File: src/rtl/sysarray_pkg.sv
// Shared types and helpers for the systolic array feed and drain blocks.
// Element width, lane slicing and FSM encoding live here.
package sysarray_pkg;

    localparam int ELEM_MSB = 31;
    localparam int DIM      = 5;
    localparam int W        = ELEM_MSB + 1;

    typedef enum logic [1:0] {
        IDLE,
        SEND,
        DONE_ST
    } state_t;

    function automatic int elem(input int i, input int j);
        return i * DIM + j;
    endfunction

    function automatic logic [W-1:0] lane(
        input logic [W*DIM-1:0] vec,
        input int               k
    );
        return vec[k*W +: W];
    endfunction

endpackage

File: src/rtl/sysarray_lane_mux.sv
// Selects row b (or column b in transpose mode) of the captured result
// matrix and packs it into one lane vector, lane k at bits [k*W +: W].
module sysarray_lane_mux #(
    parameter int N = 31,
    parameter int n = 5,
    parameter int IW = (n > 1) ? $clog2(n) : 1
) (
    input  logic [(N+1)*n*n-1:0] mat_i,
    input  logic                 col_i,
    input  logic [IW-1:0]        idx_i,
    output logic [(N+1)*n-1:0]   data_o
);
    localparam int W = N + 1;

    always_comb begin
        data_o = '0;
        for (int b = 0; b < n; b++) begin
            if (idx_i == IW'(b)) begin
                for (int k = 0; k < n; k++) begin
                    data_o[k*W +: W] = col_i ? mat_i[(k*n+b)*W +: W]
                                             : mat_i[(b*n+k)*W +: W];
                end
            end
        end
    end

endmodule

File: src/rtl/sysarray_result_drain.sv
// Captures the finished n x n result matrix on start and streams it out
// one packed lane vector per valid/ready beat, row- or column-wise.
module sysarray_result_drain
    import sysarray_pkg::*;
#(
    parameter int N = sysarray_pkg::ELEM_MSB,
    parameter int n = sysarray_pkg::DIM,
    parameter int IW = (n > 1) ? $clog2(n) : 1
) (
    input  logic                 clk,
    input  logic                 rst,
    input  logic                 start,
    input  logic                 transpose,
    input  logic [(N+1)*n*n-1:0] res_flat,
    output logic [(N+1)*n-1:0]   out_data,
    output logic [IW-1:0]        out_idx,
    output logic                 out_valid,
    input  logic                 out_ready,
    output logic                 out_last,
    output logic                 busy,
    output logic                 done
);
    localparam logic [IW-1:0] LAST = IW'(n - 1);

    state_t                 state_q;
    logic [(N+1)*n*n-1:0]   mat_q;
    logic                   col_q;
    logic [IW-1:0]          idx_q;
    logic                   valid_q;
    logic                   last_q;
    logic                   busy_q;
    logic                   done_q;
    logic [(N+1)*n-1:0]     beat_d;

    sysarray_lane_mux #(
        .N  (N),
        .n  (n),
        .IW (IW)
    ) u_mux (
        .mat_i  (mat_q),
        .col_i  (col_q),
        .idx_i  (idx_q),
        .data_o (beat_d)
    );

    // Buffer is never reset, so gate the beat to keep out_data at 0 when idle.
    assign out_data  = valid_q ? beat_d : '0;
    assign out_idx   = idx_q;
    assign out_valid = valid_q;
    assign out_last  = last_q;
    assign busy      = busy_q;
    assign done      = done_q;

    always_ff @(posedge clk) begin
        if (start && state_q == IDLE && !rst) begin
            mat_q <= res_flat;
            col_q <= transpose;
        end
    end

    always_ff @(posedge clk) begin
        if (rst) begin
            state_q <= IDLE;
            idx_q   <= '0;
            valid_q <= 1'b0;
            last_q  <= 1'b0;
            busy_q  <= 1'b0;
            done_q  <= 1'b0;
        end else begin
            unique case (state_q)
                IDLE: begin
                    done_q <= 1'b0;
                    if (start) begin
                        idx_q   <= '0;
                        valid_q <= 1'b1;
                        last_q  <= (n == 1);
                        busy_q  <= 1'b1;
                        state_q <= SEND;
                    end
                end
                SEND: begin
                    if (out_ready) begin
                        if (idx_q == LAST) begin
                            idx_q   <= '0;
                            valid_q <= 1'b0;
                            last_q  <= 1'b0;
                            busy_q  <= 1'b0;
                            done_q  <= 1'b1;
                            state_q <= DONE_ST;
                        end else begin
                            idx_q  <= idx_q + 1'b1;
                            last_q <= (idx_q + 1'b1) == LAST;
                        end
                    end
                end
                DONE_ST: begin
                    done_q  <= 1'b0;
                    state_q <= IDLE;
                end
                default: begin
                    state_q <= IDLE;
                end
            endcase
        end
    end

endmodule

File: config.mk
export PLATFORM = sky130hd
export DESIGN_NAME = sysarray_result_drain
export DESIGN_NICKNAME = d
export VERILOG_FILES = /design/src/rtl/sysarray_pkg.sv /design/src/rtl/sysarray_lane_mux.sv /design/src/rtl/sysarray_result_drain.sv
export SDC_FILE = /design/constraint.sdc
export NUM_CORES = 1
export LEC_CHECK = 0
export BUFFER_PORTS_ARGS = -buffer_cell sky130_fd_sc_hd__buf_2
export CAP_MARGIN = 20
export CORE_AREA = 4 4 371 373
export CTS_BUF_LIST = sky130_fd_sc_hd__clkbuf_4
export DETAILED_ROUTE_END_ITERATION = 10
export DIE_AREA = 0 0 375 377
export GPL_TIMING_DRIVEN = 0
export PLACE_DENSITY = 0.53
export SLEW_MARGIN = 20
export SYNTH_ARGS = -nofsm -noshare
export SYNTH_HDL_FRONTEND = slang
export SYNTH_SLANG_ARGS = --single-unit
File: constraint.sdc
create_clock -name clk -period 97 [get_ports clk]
set_clock_uncertainty 0.2 [all_clocks]
set_input_delay 4.85 -clock clk [delete_from_list [all_inputs] [get_ports clk]]
set_output_delay 4.85 -clock clk [all_outputs]
set_load 0.01 [all_outputs]
* Word-level counts from Yosys, hierarchy flattened
Index checks and enable logic that the tools add are counted.
** Word-level totals
- Logic and storage cells :: 75
- Register bits after elaboration :: 809
** Cells by class
- Equal/unequal tests :: 10
- Reductions and logical operators :: 12
- Multiplexer cells :: 45
- $add $sub $neg :: 1
** Operators by type and width (number)
- $mux W160 :: 6
- $mux W32 :: 20
- $mux W3 :: 3
- $reduce_and A3 Y1 :: 3
- $mux W1 :: 8
- $eq A3 B2 Y1 const B :: 2
- $eq A3 B3 Y1 const B :: 2
- $mux W2 :: 3
- $ne A2 B2 Y1 const B :: 3
- $pmux W1 S2 :: 3
- $pmux W3 S2 :: 1
- $pmux W2 S2 :: 1
- $reduce_and A4 Y1 :: 1
- $reduce_bool A2 Y1 :: 2
- $add A3 B1 Y3 const B :: 1
- $eq A3 B1 Y1 const B :: 1
- $logic_not A3 Y1 :: 1
- $eq A2 B1 Y1 const B :: 1
- $eq A2 B2 Y1 const B :: 1
- $logic_and A1 B1 Y1 :: 2
- $logic_not A2 Y1 :: 1
- $reduce_or A2 Y1 :: 1
- $logic_not A1 Y1 :: 1

* Logic depth before layout (Yosys ltp)
Gate-level depths: netlist of run 1.
- Depth after elaboration :: 7
- Mapped depth :: 10
- Mapped depth without buffers :: 6

* Cells and area by module
A second synthesis of run 1 with hierarchy kept.
** Second synthesis, totals
- Cells, all modules :: 2656
- Area total of the unflattened synthesis :: 37943.9 µm²
** By module, submodules not included
- sysarray_result_drain :: cells an instance 1024, times used 1, sequential area each 24213.2 µm², area each 25550.8 µm²
- sysarray_lane_mux :: cells an instance 1632, times used 1, sequential area each 0.0 µm², area each 12393.1 µm²

* Least setup slack after synthesis of run 1
No wires, ideal clock.
- Kind :: input to register
- Start :: input rst
- End :: register col_q (enable)
- Stages on the path :: 2
- Buffers on the path :: 1
- Library setup time :: 2.951 ns
- Arrival time :: 59.308 ns
- Setup slack :: 34.541 ns
- Cells stage by stage :: clkbuf_1 -> nor3_1
** On the way
- Longest elaborated chain between the ends :: 2
** RTL lines
- from (decl) :: RTL line sysarray_result_drain.sv:11 : input logic rst,
- $logic_not A1 Y1 :: RTL line sysarray_result_drain.sv:55 : if (start && state_q == IDLE && !rst) begin
- $logic_and A1 B1 Y1 :: RTL line sysarray_result_drain.sv:55
- to (signal assigned) :: RTL line sysarray_result_drain.sv:57 : col_q <= transpose;
- to (decl) :: RTL line sysarray_result_drain.sv:27 : logic col_q;
No other way between the ends.
A chain may end at the register's enable or synchronous reset.

* Final worst setup path of run 1
- Start :: register idx_q[0] (netlist: out_idx[0])
- End :: output out_data[82]
** On the way
- Longest elaborated chain between the ends :: 7
- Elaborated cells between the ends (all ways) :: 11
- Those cells by class :: eq/ne (4); mux (6); reduce/logical (1)
** RTL lines
- from (decl) :: RTL line sysarray_result_drain.sv:28 : logic [IW-1:0] idx_q;
- from (signal assigned) :: RTL line sysarray_result_drain.sv:91 : idx_q <= idx_q + 1'b1;
- $logic_not A3 Y1 :: RTL line sysarray_lane_mux.sv:18 : if (idx_i == IW'(b)) begin
- $mux W160 (4 in series) :: RTL line sysarray_lane_mux.sv:18
- $mux W160 (*) :: RTL line sysarray_lane_mux.sv:18
- $mux W160 (*) :: RTL line sysarray_result_drain.sv:47 : assign out_data = valid_q ? beat_d : '0;
- to (decl) :: RTL line sysarray_result_drain.sv:15 : output logic [(N+1)*n-1:0] out_data,
Every way passes the cells marked *; elsewhere a longest branch is shown, timed or not.

==> impl_results.md, run 1 <==
* Clk sinks at 809
* GRT overflow at 0
* Area occupied by multi-input gates at 12,200 µm²
* Vias/cell at 5.20
* Setup TNS at 0 ns
* Synth top area cells: edfxtp_1, mux2_2, mux2i_1
* Ys flop type: edfxtp_1
* Fillers at 13,400
* Leakage power at 18.9 nW
* Postcts setup bufs at 0
* Status: finished, final reports clean
* Max_slew headroom at between 20 and 30%
* WHS Endpoint: done
* Hold path depth at 2
* Max Clock Freq at 102 MHz
* Crit path max fanout at 10
* Core area at roughly 130,000 µm²
* Antenna Nets Post-Route at 0
* Fin crit share at approximately a tenth
* Gate Count Post-Synth at ~2,600
* Fin crit period at 9.83 ns
* Die ar. at ~140,000 µm²
* Startpoint Class: flop
* Setup CP Type: reg -> out
* Req. time, crit path at ~90 ns
* Clk Latency, worst-skew pair at 1.14 ns
* DRT iter0 DRCs at 3,018
* Num CTS Buffers at between 200 and 250
* Share of cells above drive strength 1 at 45.2%
* Row count at 135
* Seq/Total Area, Yosys at between 60% and 70%
* Root buf cell: clkbuf_4
* DRT Wirelength at 205 mm
* Synth warn at 0
* Drc violations at 0
* Post-synthesis cell area at approximately 37,000 µm²
* GR Util met1 at between 30% and 40%
* Final RePlAce weighted congestion at 0.913
* Initial antenna violation count at approximately 110
* Met3 Track Usage GR at 7.77%
* FF-to-FF path depth at 13
* Post-synth EDFFs at approximately 800
* I/O Pins at 972
* Die H at roughly 380 µm
* VDD IR max at 0.0000102 V
* Placed Area at 45,500 µm²
* Synth top cells by count: edfxtp_1, mux2i_1, mux2_2
* Flop-to-flop setup slack at 93.08 ns
* Htree depth at 4
* RR Startpoint: state_q[0]
* Die width at roughly 380 µm
* # setup viols final at 0
* Endpoints failing hold at 0
* Reg area at 24,200 µm²
* Drt pass-1 iters at 6
* Cell taking the most area after synthesis: edfxtp_1
* Post-synth top area share at 64.2%
* Wire per inst at 34.5 µm
* Final design instance area without fill at just under 50,000 µm²
* Max-cap violations at 0
* Post-synth ARST share at 0%
* Hold WC Path Type: reg -> reg
* Area Growth Syn to Fin at 29.2%
* Vias at between 30,000 and 40,000
* Yosys cell types at 35
* CTS Buffer Depth at 3
* Synth Area per Inst at 14.3 µm²
* Critical Path AT at 4.78 ns
* Worst Hold Launch: done
* Synthesized net count at 3,427
* First-pass GRT wire length at 263 mm
* Clock slew at reported path FFs at 0.07 ns
* Max Slew Vio Count at 0
* P per Cell Area at between 15 and 20 nW/µm²
* Gr busiest metal: met2
* Critical path endpoint category: primary output
* Yosys reg bits at roughly 810
* Worst-margin pin slew at roughly 1.1 ns
* Met2 Use GR at a little under half
* Reg-to-reg endpoint: mat_q[100]
* TritonCTS clock tree: built
* Most frequent cell after synthesis: edfxtp_1
* Number of global-route vias before repair at 31,200
* # nets final at 4,724
* RSZ-0062 raised after global routing: no
* Largest net degree at the start of global routing at 17
* IO Port Bufs at 970
* Detail Placement HPWL at ~170 mm
* Post-CTS Resized at 0
* Tot GR Track Use at 27.8%
* Hold-fix buffers, CTS at 0
* Initial Utilization at 27.8%
-- layout make-up --
class | instances | area share [%]
well taps | 1781 | 4.60
multi-input cells | 1583 | 25.2
repair buffers | 1070 | 11.9
inverters | 3 | 0.0232
clock inverters | 76 | 0.793
diodes | 77 | 0.398
clock buffers | 319 | 4.94
plain buffers | 221 | 2.20
flip-flops and latches | 809 | 50.0
-- logic make-up (layout without fill, tap and decap cells) --
logic type / after synthesis / after routing / synth area share (%)
other: 0 / 77 / 0
AOI/OAI and AO/OA: 744 / 744 / 12.1
muxes: 642 / 642 / 18.2
buffers and inverters: 224 / 1689 / 2.86
and+or+nand+nor: 191 / 191 / 2.05
adders and majority gates: 6 / 6 / 0.200
DFF: 809 / 809 / 64.6
-- layer usage --
metal	routed length (µm)	vias to the layer above	part of all wire, %
li1	-	13200	-
met1	77900	15400	38
met2	99600	1814	49
met3	17200	438	8.4
met4	10100	30	4.9
met5	223	-	0.11
-- registers in the layout (all words and copies together), names as in the netlist --
| name | cells |
|---|---|
| busy | 1 |
| col_q | 1 |
| done | 1 |
| mat_q | 800 |
| out_idx | 3 |
| out_last | 1 |
| state_q | 2 |
-- stage by stage --
| stage | power (mW) | hold slack (ns) | utilization (%) | setup slack, ns | cells |
|---|---|---|---|---|---|
| 6_report | 0.837 | 0.308 | 36.0 | 87.17 | 5939 |
| 3_3_place_gp | 0.573 | 0.285 | 33.1 | 7.74 | 5367 |
| 4_1_cts | 0.846 | 0.307 | 35.8 | 86.83 | 5862 |
| 2_1_floorplan | 0.493 | 0.290 | - | 34.54 | 2616 |
| 5_1_grt | 0.869 | 0.330 | 35.9 | 86.82 | 5906 |
| 3_5_place_dp | 0.530 | 0.293 | 33.8 | 88.19 | 5467 |
-- worst max path at each step --
stage                     depth (start not counted)             to  slack, ns  startpoint
after floorplan                                   2          col_q      34.54         rst
after global placement                            2     mat_q[498]       7.74         rst
after detailed placement                         10  out_data[131]      88.19  out_idx[0]
after CTS                                        10  out_data[131]      86.83  out_idx[0]
after global routing                             10  out_data[131]      86.82  out_idx[0]
final                                            10   out_data[82]      87.17  out_idx[0]
-- where the power goes --
part	switching [mW]	internal (mW)
combinational	0.0712	0.0426
sequential	0.00706	0.402
clock	0.157	0.156
total	0.236	0.601
-- worst max-delay path: stages, from the launching register on --
cell      delay (ns)
dfxtp_1         0.39
ha_1            0.23
ha_1            0.18
buf_2           0.23
a21boi_0        0.16
buf_2           0.33
clkbuf_1        0.36
a22oi_1         0.74
o21ai_0         0.61
nor2_1          0.22
buf_2           0.16
-- placed cells by master, fill, tap and decap left out, types with 3 or more instances in the layout --
cell type | synthesis | layout
a211o_1 | 32 | 32
a21oi_1 | 260 | 260
a221o_1 | 32 | 32
a221oi_1 | 64 | 64
a22oi_1 | 32 | 32
a31oi_1 | 32 | 32
buf_1 | 14 | 14
buf_2 | 73 | 1043
buf_4 | 27 | 99
buf_6 | 5 | 30
clkbuf_1 | 102 | 96
clkbuf_2 | 0 | 6
clkbuf_4 | 0 | 319
clkinv_1 | 0 | 53
clkinv_2 | 0 | 12
clkinvlp_4 | 0 | 3
dfxtp_1 | 8 | 8
diode_2 | 0 | 77
edfxtp_1 | 801 | 801
ha_1 | 6 | 6
inv_1 | 3 | 3
mux2_2 | 320 | 320
mux2i_1 | 322 | 322
nand2_1 | 131 | 131
nand2b_1 | 6 | 6
nand3_1 | 3 | 3
nor2_1 | 39 | 39
nor2b_1 | 3 | 3
o211ai_1 | 32 | 32
o21ai_0 | 165 | 165
o21ai_1 | 28 | 28
o22ai_1 | 64 | 64
No activity file was read; power rests on OpenSTA's default activity.
==> run 2, diff against run 1 <==
--- a/config.mk
+++ b/config.mk
@@ -12,7 +12,7 @@
 export DETAILED_ROUTE_END_ITERATION = 10
 export DIE_AREA = 0 0 375 377
 export GPL_TIMING_DRIVEN = 0
-export PLACE_DENSITY = 0.53
+export PLACE_DENSITY = 0.54
 export SLEW_MARGIN = 20
 export SYNTH_ARGS = -nofsm -noshare
 export SYNTH_HDL_FRONTEND = slang
==> constraint.sdc (replaced) <==
create_clock -name clk -period 8.8 [get_ports clk]
set_clock_uncertainty 0.2 [all_clocks]
set_input_delay 0.44 -clock clk [delete_from_list [all_inputs] [get_ports clk]]
set_output_delay 0.44 -clock clk [all_outputs]
set_load 0.01 [all_outputs]
==> run 2 against run 1 <==
The run now fails in 4_1_cts. Area after synthesis unchanged. Synthesized cell count did not move.
==> impl_results.md, run 2 <==
* CTS Buffer Depth at 3
* Worst slack, placed at 4.20 ns
* Most frequent cell after synthesis: edfxtp_1
* Status: did not finish
* Synth top area cells: edfxtp_1, mux2_2, mux2i_1
* Mux cell area share after synthesis at 18.2%
* Root buf cell: clkbuf_4
* Htree depth at 4
* Ys flop type: edfxtp_1
* Num CTS Buffers at 227
* Post-synth top area share at 64.2%
* Synthesized net count at 3,427
* Postcts setup bufs at 0
* Die width at 375 µm
* First reported error: [ERROR RSZ-0060] Max buffer count reached.
* Synth top cells by count: edfxtp_1, mux2i_1, mux2_2
* Final RePlAce weighted congestion at slightly above 0.9
* I/O Pins at 972
* Simple-gate share of the synthesized area at a little over 2%
* Post-synth EDFFs at around 800
* Synth Area in Compound Gates at 12.1%
* Clk sinks at 809
* Detail Placement HPWL at about 170 mm
* Placed Cells at 5,429
* Synth Area per Inst at between 10 and 15 µm²
* Yosys reg bits at 809
* Post-CTS Resized at 0
* Yosys cell types at 35
* Hold-fix buffers, CTS at 1,168
* IO Port Bufs at just under 1,000
* Post-synth ARST share at 0%
* XOR/XNOR Fraction of Synth Area at 0%
* Cell taking the most area after synthesis: edfxtp_1
* Stop stage: 4_1_cts
* Seq/Total Area, Yosys at 64.6%
* Combinational family with the most area after synthesis: multiplexers
* Initial Utilization at 27.8%
* Die H at 377 µm
* Row count at 135
* Post-synthesis cell area at 37,500 µm²
* Synth warn at 0
* Gate Count Post-Synth at 2,616
* Adder-Cell Fraction of Synth Area at 0.200%
-- run 2: kinds of logic after synthesis --
family / count (synthesis)
DFF: 809
AOI/OAI and AO/OA: 744
muxes: 642
buffers and inverters: 224
and+or+nand+nor: 191
adders and majority gates: 6
-- run 2: stage by stage --
stage	util, %	instance area, µm²	hold WS (ns)	setup TNS [ns]
floorplan	-	37500	0.287	-9070.27
global placement	33.1	44600	0.256	-
detailed placement	33.9	45600	0.261	0
==> run 3, diff against run 2 <==
--- a/config.mk
+++ b/config.mk
@@ -7,12 +7,11 @@
 export LEC_CHECK = 0
 export BUFFER_PORTS_ARGS = -buffer_cell sky130_fd_sc_hd__buf_2
 export CAP_MARGIN = 20
-export CORE_AREA = 4 4 371 373
-export CTS_BUF_LIST = sky130_fd_sc_hd__clkbuf_4
+export CORE_AREA = 4 4 381 383
 export DETAILED_ROUTE_END_ITERATION = 10
-export DIE_AREA = 0 0 375 377
+export DIE_AREA = 0 0 385 387
 export GPL_TIMING_DRIVEN = 0
-export PLACE_DENSITY = 0.54
+export PLACE_DENSITY_LB_ADDON = 0.15
 export SLEW_MARGIN = 20
 export SYNTH_ARGS = -nofsm -noshare
 export SYNTH_HDL_FRONTEND = slang
==> constraint.sdc (replaced) <==
create_clock -name clk -period 11.45 [get_ports clk]
set_clock_uncertainty 0.2 [all_clocks]
set_input_delay 0.5725 -clock clk [delete_from_list [all_inputs] [get_ports clk]]
set_output_delay 0.5725 -clock clk [all_outputs]
set_load 0.01 [all_outputs]
==> run 3 against run 2 <==
The run now ends clean.
==> impl_results.md, run 3 (same netlist as run 1, synthesis figures left out) <==
* # nets final at 5,365
* Startpoint Class: flop
* Worst-margin pin slew at 1.25 ns
* Crit path max-delay family: compound AO/OA/AOI/OAI gates
* Fin crit period at about 5.3 ns
* Htree depth at 3
* DRT iter0 DRCs at 2,329
* Final RePlAce weighted congestion at 0.898
* Top reg by flops: mat_q
* Max Slew Vio Count at 0
* DRT Wirelength at between 200 and 250 mm
* Hold path depth at 2
* Flop-to-flop setup slack at 8.57 ns
* Wire per inst at 32.4 µm
* RSZ-0062 raised after global routing: no
* Req. time, crit path at 10.68 ns
* Die H at 387 µm
* Setup TNS at 0 ns
* First-pass GRT wire length at ~280 mm
* Postcts setup bufs at 0
* CP Capture Point: out_data[83]
* Critical path endpoint category: primary output
* Status: finished, final reports clean
* Die ar. at 149,000 µm²
* Core area at approximately 140,000 µm²
* Row count at 138
* Crit path max fanout at 10
* Commonest non-fill, non-tap cells in the layout: buf_2, dlygate4sd3_1, edfxtp_1
* RR Startpoint: state_q[0]
* Max_slew headroom at 16.6%
* Max Clock Freq at 190 MHz
* Hold WC Path Type: reg -> reg
* P per Cell Area at 137 nW/µm²
* TritonCTS clock tree: built
* Clk sinks at 809
* Area Growth Syn to Fin at 52.3%
* GRT overflow at 0
* Initial antenna violation count at 62
* Reg-to-reg endpoint: mat_q[632]
* Max incr delay on CP at 0.75 ns
* Post-CTS Resized at 0
* CP max-delay cell: a22oi_1
* Endpoints failing hold at 0
* Antenna Nets Post-Route at 0
* Num CTS Buffers at 97
* Die width at around 390 µm
* FF-to-FF path depth at 9
* Setup CP Type: reg -> out
* I/O Pins at 972
* Placed Area at 45,800 µm²
* Final design instance area without fill at about 57,000 µm²
* CP bufs+invs at 4
* Initial Utilization at 26.5%
* VDD IR max at 0.000184 V
* Leakage power at 22.1 nW
* Number of global-route vias before repair at 34,300
* Max reg flops at 800
* Share of cells above drive strength 1 at 34.7%
* IO Port Bufs at between 900 and 1,000
* Vias at 32,300
* Levels on crit path at 10
* Clock slew at reported path FFs at 0.07 ns
* Hold-fix buffers, CTS at between 800 and 900
* Vias/cell at a little under 5
* Tot GR Track Use at 27.6%
* Most common cell after layout, fill and taps aside: buf_2
* Critical Path AT at about 4.5 ns
* Max-cap violations at 0
* CP Cell Sequence: ha_1 > ha_1 > buf_2 > a21boi_0 > buf_2 > clkbuf_1 > a22oi_1 > o21ai_0 > nor2_1 > buf_2
* Clk Latency, worst-skew pair at 0.72 ns
* # setup viols final at 0
* Fin crit share at 46.1%
* Detail Placement HPWL at between 150 and 200 mm
* Largest net degree at the start of global routing at 18
* Most frequent CP cell: buf_2
* CTS Buffer Depth at 3
* CP startpoint: out_idx[0]
* Drt pass-1 iters at 5
* Root buf cell: clkbuf_16
* Drc violations at 0
* Power Total at 7.84 mW
run 3: area by class of cell:
class / instances / area, µm²
flip-flops and latches: 809 / 24200
repair buffers: 1839 / 13900
clock inverters: 61 / 631
plain buffers: 221 / 1080
multi-input cells: 1583 / 12200
clock buffers: 116 / 2540
diodes: 49 / 123
well taps: 1890 / 2360
inverters: 3 / 11.3
fillers: 13500 / 84300
run 3: where the power goes:
group / internal [mW] / switching (mW) / total, mW
logic: 0.548 / 0.668 / 1.22
clock network: 1.79 / 1.37 / 3.16
registers: 3.41 / 0.0593 / 3.47
total: 5.75 / 2.09 / 7.84
run 3: metrics by stage:
step | util [%] | std cells | setup WS (ns) | hold WS, ns
finish | 40.4 | 6571 | 6.18 | 0.271
global route | 40.3 | 6552 | 6.00 | 0.289
floorplan | - | 2616 | -8.81 | 0.287
detailed placement | 32.4 | 5540 | 6.86 | 0.263
CTS | 40.3 | 6521 | 6.04 | 0.272
global placement | 31.6 | 5476 | -18.99 | 0.256
run 3: per-layer routing:
metal	track usage, %	part of all wire [%]
met5	0	0.019
met4	11.5	4.9
met3	5.69	6.6
met2	48.1	49
met1	32.8	39
run 3: worst register-to-register path, cell delays in order, from the launching register on:
cell and delay, ns:
dfxtp_1 0.38, nand2b_4 0.19, nor3_4 0.48, buf_8 0.24
buf_16 0.16, buf_8 0.17, buf_8 0.20, buf_8 0.19
buf_8 0.19, buf_8 0.18
run 3: worst min-delay path by stage:
stage,startpoint,to
2_1_floorplan,out_last,out_last
4_1_cts,out_last,out_last
3_3_place_gp,out_last,out_last
6_report,out_last,out_last
5_1_grt,out_last,out_last
3_5_place_dp,out_last,out_last
